$ cat src/rtl/sdram_arb_pkg.sv
// Shared types and default widths for the two-port SDRAM command arbiter.
package sdram_arb_pkg;

  localparam int unsigned ADDR_W = 20;
  localparam int unsigned DATA_W = 16;

  typedef struct packed {
    logic              rw;
    logic [ADDR_W-1:0] addr;
    logic [DATA_W-1:0] data;
  } sdram_cmd_t;

  typedef enum logic {
    PORT_CPU = 1'b0,
    PORT_VID = 1'b1
  } port_id_t;

endpackage

$ cat src/rtl/arb_tag_fifo.sv
// In-order queue of read owners; one entry per read outstanding in the manager.
module arb_tag_fifo
  import sdram_arb_pkg::*;
#(
  parameter int unsigned DEPTH = 8
) (
  input  logic                       clk,
  input  logic                       rst_n,
  input  logic                       i_push,
  input  port_id_t                   i_din,
  input  logic                       i_pop,
  output port_id_t                   o_dout,
  output logic                       o_empty,
  output logic                       o_full,
  output logic [$clog2(DEPTH+1)-1:0] o_count
);

  localparam int unsigned PW = $clog2(DEPTH);
  localparam int unsigned CW = $clog2(DEPTH+1);

  port_id_t        r_mem [DEPTH];
  logic [PW-1:0]   r_wr_ptr;
  logic [PW-1:0]   r_rd_ptr;
  logic [CW-1:0]   r_count;
  logic            w_push;
  logic            w_pop;

  assign o_empty = (r_count == {CW{1'b0}});
  assign o_full  = (r_count == CW'(DEPTH));
  assign w_push  = i_push & ~o_full;
  assign w_pop   = i_pop & ~o_empty;
  assign o_dout  = r_mem[r_rd_ptr];
  assign o_count = r_count;

  // Pointers wrap naturally because DEPTH is a power of two.
  always_ff @(posedge clk or negedge rst_n) begin
    if (!rst_n) begin
      r_wr_ptr <= {PW{1'b0}};
      r_rd_ptr <= {PW{1'b0}};
      r_count  <= {CW{1'b0}};
      for (int i = 0; i < DEPTH; i++) r_mem[i] <= PORT_CPU;
    end else begin
      if (w_push) begin
        r_mem[r_wr_ptr] <= i_din;
        r_wr_ptr        <= r_wr_ptr + PW'(1);
      end
      if (w_pop) r_rd_ptr <= r_rd_ptr + PW'(1);
      case ({w_push, w_pop})
        2'b10:   r_count <= r_count + CW'(1);
        2'b01:   r_count <= r_count - CW'(1);
        default: r_count <= r_count;
      endcase
    end
  end

endmodule

$ cat src/rtl/sdram_port_arbiter.sv
// Round-robin sharing of the SDRAM manager command port between CPU (port 0)
// and video (port 1), with in-order routing of read returns to their owner.
module sdram_port_arbiter #(
  parameter int unsigned ADDR_W    = sdram_arb_pkg::ADDR_W,
  parameter int unsigned DATA_W    = sdram_arb_pkg::DATA_W,
  parameter int unsigned TAG_DEPTH = 8
) (
  input  logic                           clk100_0ds,
  input  logic                           rst_n,
  input  logic                           p0_req,
  input  logic                           p0_we,
  input  logic [ADDR_W-1:0]              p0_addr,
  input  logic [DATA_W-1:0]              p0_wdata,
  output logic                           p0_ack,
  output logic                           p0_rd_valid,
  output logic [DATA_W-1:0]              p0_rdata,
  input  logic                           p1_req,
  input  logic                           p1_we,
  input  logic [ADDR_W-1:0]              p1_addr,
  input  logic [DATA_W-1:0]              p1_wdata,
  output logic                           p1_ack,
  output logic                           p1_rd_valid,
  output logic [DATA_W-1:0]              p1_rdata,
  output logic [ADDR_W-1:0]              mgr_addr,
  output logic [DATA_W-1:0]              mgr_data,
  output logic                           mgr_rw,
  output logic                           mgr_wrreq,
  input  logic                           mgr_full,
  input  logic                           mgr_rd_valid,
  input  logic [DATA_W-1:0]              mgr_rd_data,
  output logic [$clog2(TAG_DEPTH+1)-1:0] reads_outstanding,
  output logic                           orphan_err
);

  import sdram_arb_pkg::*;

  logic              r_stage_valid;
  logic              r_stage_rw;
  logic [ADDR_W-1:0] r_stage_addr;
  logic [DATA_W-1:0] r_stage_data;
  port_id_t          r_last_grant;
  logic              r_p0_rd_valid;
  logic              r_p1_rd_valid;
  logic [DATA_W-1:0] r_p0_rdata;
  logic [DATA_W-1:0] r_p1_rdata;
  logic              r_orphan;

  logic              w_drain;
  logic              w_stage_free;
  logic              w_elig0;
  logic              w_elig1;
  logic              w_gnt0;
  logic              w_gnt1;
  logic              w_win_rw;
  logic [ADDR_W-1:0] w_win_addr;
  logic [DATA_W-1:0] w_win_data;
  logic              w_tag_push;
  logic              w_tag_pop;
  logic              w_tag_empty;
  logic              w_tag_full;
  port_id_t          w_tag_head;

  assign w_drain      = r_stage_valid & ~mgr_full;
  assign w_stage_free = ~r_stage_valid | w_drain;
  assign w_tag_push   = (w_gnt0 & ~p0_we) | (w_gnt1 & ~p1_we);
  assign w_tag_pop    = mgr_rd_valid & ~w_tag_empty;

  // Tag-full is the registered occupancy, so a pop this cycle frees nothing yet.
  always_comb begin
    w_elig0    = p0_req & w_stage_free & (p0_we | ~w_tag_full);
    w_elig1    = p1_req & w_stage_free & (p1_we | ~w_tag_full);
    w_gnt0     = w_elig0 & (~w_elig1 | (r_last_grant == PORT_VID));
    w_gnt1     = w_elig1 & (~w_elig0 | (r_last_grant == PORT_CPU));
    w_win_rw   = p0_we;
    w_win_addr = p0_addr;
    w_win_data = p0_wdata;
    if (w_gnt1) begin
      w_win_rw   = p1_we;
      w_win_addr = p1_addr;
      w_win_data = p1_wdata;
    end else begin
      w_win_rw   = p0_we;
      w_win_addr = p0_addr;
      w_win_data = p0_wdata;
    end
  end

  always_ff @(posedge clk100_0ds or negedge rst_n) begin
    if (!rst_n) begin
      r_stage_valid <= 1'b0;
      r_stage_rw    <= 1'b0;
      r_stage_addr  <= {ADDR_W{1'b0}};
      r_stage_data  <= {DATA_W{1'b0}};
      r_last_grant  <= PORT_VID;
    end else begin
      if (w_gnt0 | w_gnt1) begin
        r_stage_valid <= 1'b1;
        r_stage_rw    <= w_win_rw;
        r_stage_addr  <= w_win_addr;
        r_stage_data  <= w_win_data;
        r_last_grant  <= w_gnt1 ? PORT_VID : PORT_CPU;
      end else if (w_drain) begin
        r_stage_valid <= 1'b0;
      end
    end
  end

  // Return path: the popped tag selects which port sees the pulse next cycle.
  always_ff @(posedge clk100_0ds or negedge rst_n) begin
    if (!rst_n) begin
      r_p0_rd_valid <= 1'b0;
      r_p1_rd_valid <= 1'b0;
      r_p0_rdata    <= {DATA_W{1'b0}};
      r_p1_rdata    <= {DATA_W{1'b0}};
      r_orphan      <= 1'b0;
    end else begin
      r_p0_rd_valid <= w_tag_pop & (w_tag_head == PORT_CPU);
      r_p1_rd_valid <= w_tag_pop & (w_tag_head == PORT_VID);
      if (w_tag_pop & (w_tag_head == PORT_CPU)) r_p0_rdata <= mgr_rd_data;
      if (w_tag_pop & (w_tag_head == PORT_VID)) r_p1_rdata <= mgr_rd_data;
      if (mgr_rd_valid & w_tag_empty) r_orphan <= 1'b1;
    end
  end

  arb_tag_fifo #(
    .DEPTH (TAG_DEPTH)
  ) u_tag_fifo (
    .clk     (clk100_0ds),
    .rst_n   (rst_n),
    .i_push  (w_tag_push),
    .i_din   (w_gnt1 ? PORT_VID : PORT_CPU),
    .i_pop   (w_tag_pop),
    .o_dout  (w_tag_head),
    .o_empty (w_tag_empty),
    .o_full  (w_tag_full),
    .o_count (reads_outstanding)
  );

  assign p0_ack      = w_gnt0;
  assign p1_ack      = w_gnt1;
  assign mgr_wrreq   = w_drain;
  assign mgr_rw      = r_stage_rw;
  assign mgr_addr    = r_stage_addr;
  assign mgr_data    = r_stage_data;
  assign p0_rd_valid = r_p0_rd_valid;
  assign p1_rd_valid = r_p1_rd_valid;
  assign p0_rdata    = r_p0_rdata;
  assign p1_rdata    = r_p1_rdata;
  assign orphan_err  = r_orphan;

endmodule

$ cat config.mk
export PLATFORM = sky130hd
export DESIGN_NAME = sdram_port_arbiter
export DESIGN_NICKNAME = d
export VERILOG_FILES = /design/src/rtl/sdram_arb_pkg.sv /design/src/rtl/arb_tag_fifo.sv /design/src/rtl/sdram_port_arbiter.sv
export SDC_FILE = /design/constraint.sdc
export NUM_CORES = 1
export LEC_CHECK = 0
export ABC_AREA = 1
export CAP_MARGIN = 10
export CORE_MARGIN = 5
export CORE_UTILIZATION = 48
export DETAILED_ROUTE_END_ITERATION = 16
export PLACE_DENSITY = 0.86
export SLEW_MARGIN = 20
export SYNTH_ARGS = -nofsm -noshare
export SYNTH_HDL_FRONTEND = slang
export SYNTH_HIERARCHICAL = 1
export SYNTH_SLANG_ARGS = --single-unit
$ cat constraint.sdc
create_clock -name clk100_0ds -period 7.63 [get_ports clk100_0ds]
set_clock_uncertainty 0.05 [all_clocks]
set_input_delay 2.289 -clock clk100_0ds [delete_from_list [all_inputs] [get_ports clk100_0ds]]
set_output_delay 2.289 -clock clk100_0ds [all_outputs]
set_load 0.03 [all_outputs]
==> results.yml <==
pwr:
  p_clk_frac: 0.135
  power_frac_comb: 0.527
  p_switching_mw: 1.11
  ir_worst_vdd_uv: 163
  powerDensity_mw_per_mm2: 373
  leakage_nw: 3.22
  p_int_mw: 1.34
  p_sw_frac: 0.453
  seqPwrFrac: 0.338
  p_total_mw: 2.44
sta:
  period_needed_ns: 6.38
  drv_slew: 0
  hold_violations: 0
  worst_pin_slew_ns: 0.940
  rsz0062_at_grt: "no"
  fmax_ghz: 0.157
  fin_setup_tns_ns: 0
  slew_headroom: 0.372
  post-route-period-util: 0.836
  finalSetupViolations: 0
finish:
  nNetsFinal: 848
  diodes: 0
  final_common_cell: "clkdlybuf4s50_1"
  drive_above_1_share: 0.0466
  final_cell_mix: "clkdlybuf4s50_1 (172), nand2_1 (131), nand3_1 (126)"
  syn2layout_area_growth_pct: 41.7
drt:
  wl_per_cell_um: 15.5
  viasPerCell: 5.10
  antenna_left: 0
  drtPass1Iterations: 6
  drt_iter0_markers: 307
  wirelength_mm: 13.7
  drc: 0
  vias: 4489
clock_network:
  hold_buffers: 0
  htree_levels: 3
  cts_setup_buffers: 0
  cts.sinks: 92
  clockRootBuffer: "clkbuf_8"
  clockBufferDepth: 2
  cts_tree: "built"
  insertion_delay_ns: 0.35
  clk_pin_slew_ns: 0.08
  cts_resized: 0
  numCtsBuffers: 9
logic_synthesis:
  synth.avg_cell_area_sq_um: 7.84
  synth_seq_cells: 92
  synth.distinct_cells: 25
  synth_sequential_area_ratio: 0.498
  syn-instance-count: 590
  synth_warnings: 6
  netlist_area_sq_mm: 0.00462
  synth_fp_nets: 692
global_routing:
  grt_usage: 0.240
  grt_overflow: 0
  grt_pass1_wl_mm: 22.3
  first_global_vias: 4705
  antenna_found_initial: 1
  grt_max_degree: 86
run_status:
  outcome: "completed"
worst_setup_path:
  critical_path_required_ns: 5.29
  worst_setup_path_end_kind: "output pin"
  cp_max_fo: 38
  arrival_ns: 4.04
  worstSetupPathType: "in -> out"
  start_kind: "primary input"
flow_run:
  maxCapViolations: 0
placed_design:
  io_buffers: 174
  gp_congestion: 0.918
  hpwl_mm: 9.96
die:
  die_height_um: 108
  core-area_sq_mm: 0.00933
  dieArea_sq_mm: 0.0117
  initial_core_util: 0.496
  die_w_um: 108
  rows: 35
  io_pins: 175
hold_path:
  min_path_type: "reg -> reg"
-- logic make-up after synthesis --
logic type,Yosys count,share of synthesized area
AOI/OAI and AO/OA,38,0.0417
xor gates and xnor gates,6,0.0114
adders and majority gates,6,0.0179
buffers and inverters,118,0.115
DFF,92,0.498
and+or+nand+nor,330,0.316
-- metrics by stage --
stage | worst slack, ns | hold slack [ns] | util | area, sq um | cells
finish | 1.25 | 0.408 | 0.703 | 6550 | 880
global route | 1.13 | 0.431 | 0.703 | 6550 | 880
CTS | 1.26 | 0.413 | 0.702 | 6550 | 880
detailed placement | 1.26 | 0.393 | 0.681 | 6350 | 864
global placement | 1.37 | 0.388 | 0.681 | 6350 | 864
floorplan | 2.22 | 0.392 | - | 4620 | 590
-- critical path, stage by stage --
cell,delay (ns)
clkdlybuf4s50_1,0.45
nand2_2,0.13
nand2_1,0.08
nor2_2,0.12
buf_4,0.38
nand2_1,0.13
inv_1,0.24
buf_4,0.22
-- synthesized netlist by cell type --
master,n,area (sq um)
xor2_1,2,17.5
o21ai_1,4,20.0
nand2_4,1,11.3
inv_2,1,3.75
o21ai_0,33,165
nand2_2,2,12.5
dfstp_2,1,26.3
nand3_4,1,17.5
or2_2,1,6.26
buf_6,5,56.3
nand2_1,131,492
a21o_1,1,7.51
nand3_1,127,636
inv_1,82,308
buf_2,14,70.1
nand4_1,9,56.3
nor2_1,55,206
nor2_2,2,12.5
buf_4,9,67.6
ha_1,5,62.6
dfrtp_1,91,2280
nor2_4,1,11.3
xnor2_1,4,35.0
fa_1,1,20.0
clkbuf_1,7,26.3
-- metal layers --
metal,up-vias,GRT usage,share of wire
li1,2161,-,-
met1,2111,0.281,0.38
met2,179,0.413,0.51
met3,36,0.0609,0.071
met4,2,0.115,0.035
met5,-,0,0.00051
-- flip-flops by register name (all words and copies together), names as in the netlist --
| signal | count |
|---|---|
| u_tag_fifo/o_count | 4 |
| u_tag_fifo/r_rd_ptr | 3 |
| u_tag_fifo/r_mem | 8 |
| mgr_rw | 1 |
| p1_rdata | 16 |
| mgr_data | 16 |
| orphan_err | 1 |
| mgr_addr | 20 |
| r_stage_valid | 1 |
| p1_rd_valid | 1 |
| r_last_grant | 1 |
| p0_rdata | 16 |
| p0_rd_valid | 1 |
| u_tag_fifo/r_wr_ptr | 3 |
-- power groups by stage --
stage / sequential (mW) / clock [mW] / combinational (mW)
after CTS: 0.825 / 0.338 / 1.30
after detailed placement: 0.827 / 0 / 1.29
after global placement: 0.820 / 0 / 1.25
after global routing: 0.851 / 0.358 / 1.39
final: 0.825 / 0.331 / 1.29
after floorplan: 1.11 / 0 / 0.489
-- final cells by class --
class,count,area (sq um)
repair buffers,180,1790
clock inverters,7,73.8
clock buffers,9,124
well taps,129,161
multi-input cells,380,1790
flip-flops and latches,92,2300
fillers,745,2770
inverters,83,312
-- worst paths after layout --
check / startpoint / endpoint / cells past startpoint / slack [ns]
max: mgr_full / p1_ack / 8 / 1.25
min: orphan_err / orphan_err / 1 / 0.41
max reg2reg: u_tag_fifo/o_count[0] / u_tag_fifo/o_count[3] / 16 / 3.87
min reg2reg: orphan_err / orphan_err / 1 / 0.41
max in group asynchronous: rst_n / p1_rdata[6] / 2 / 4.89
min in group asynchronous: rst_n / mgr_addr[19] / 1 / 1.69
(Power assumes the default switching activity.)
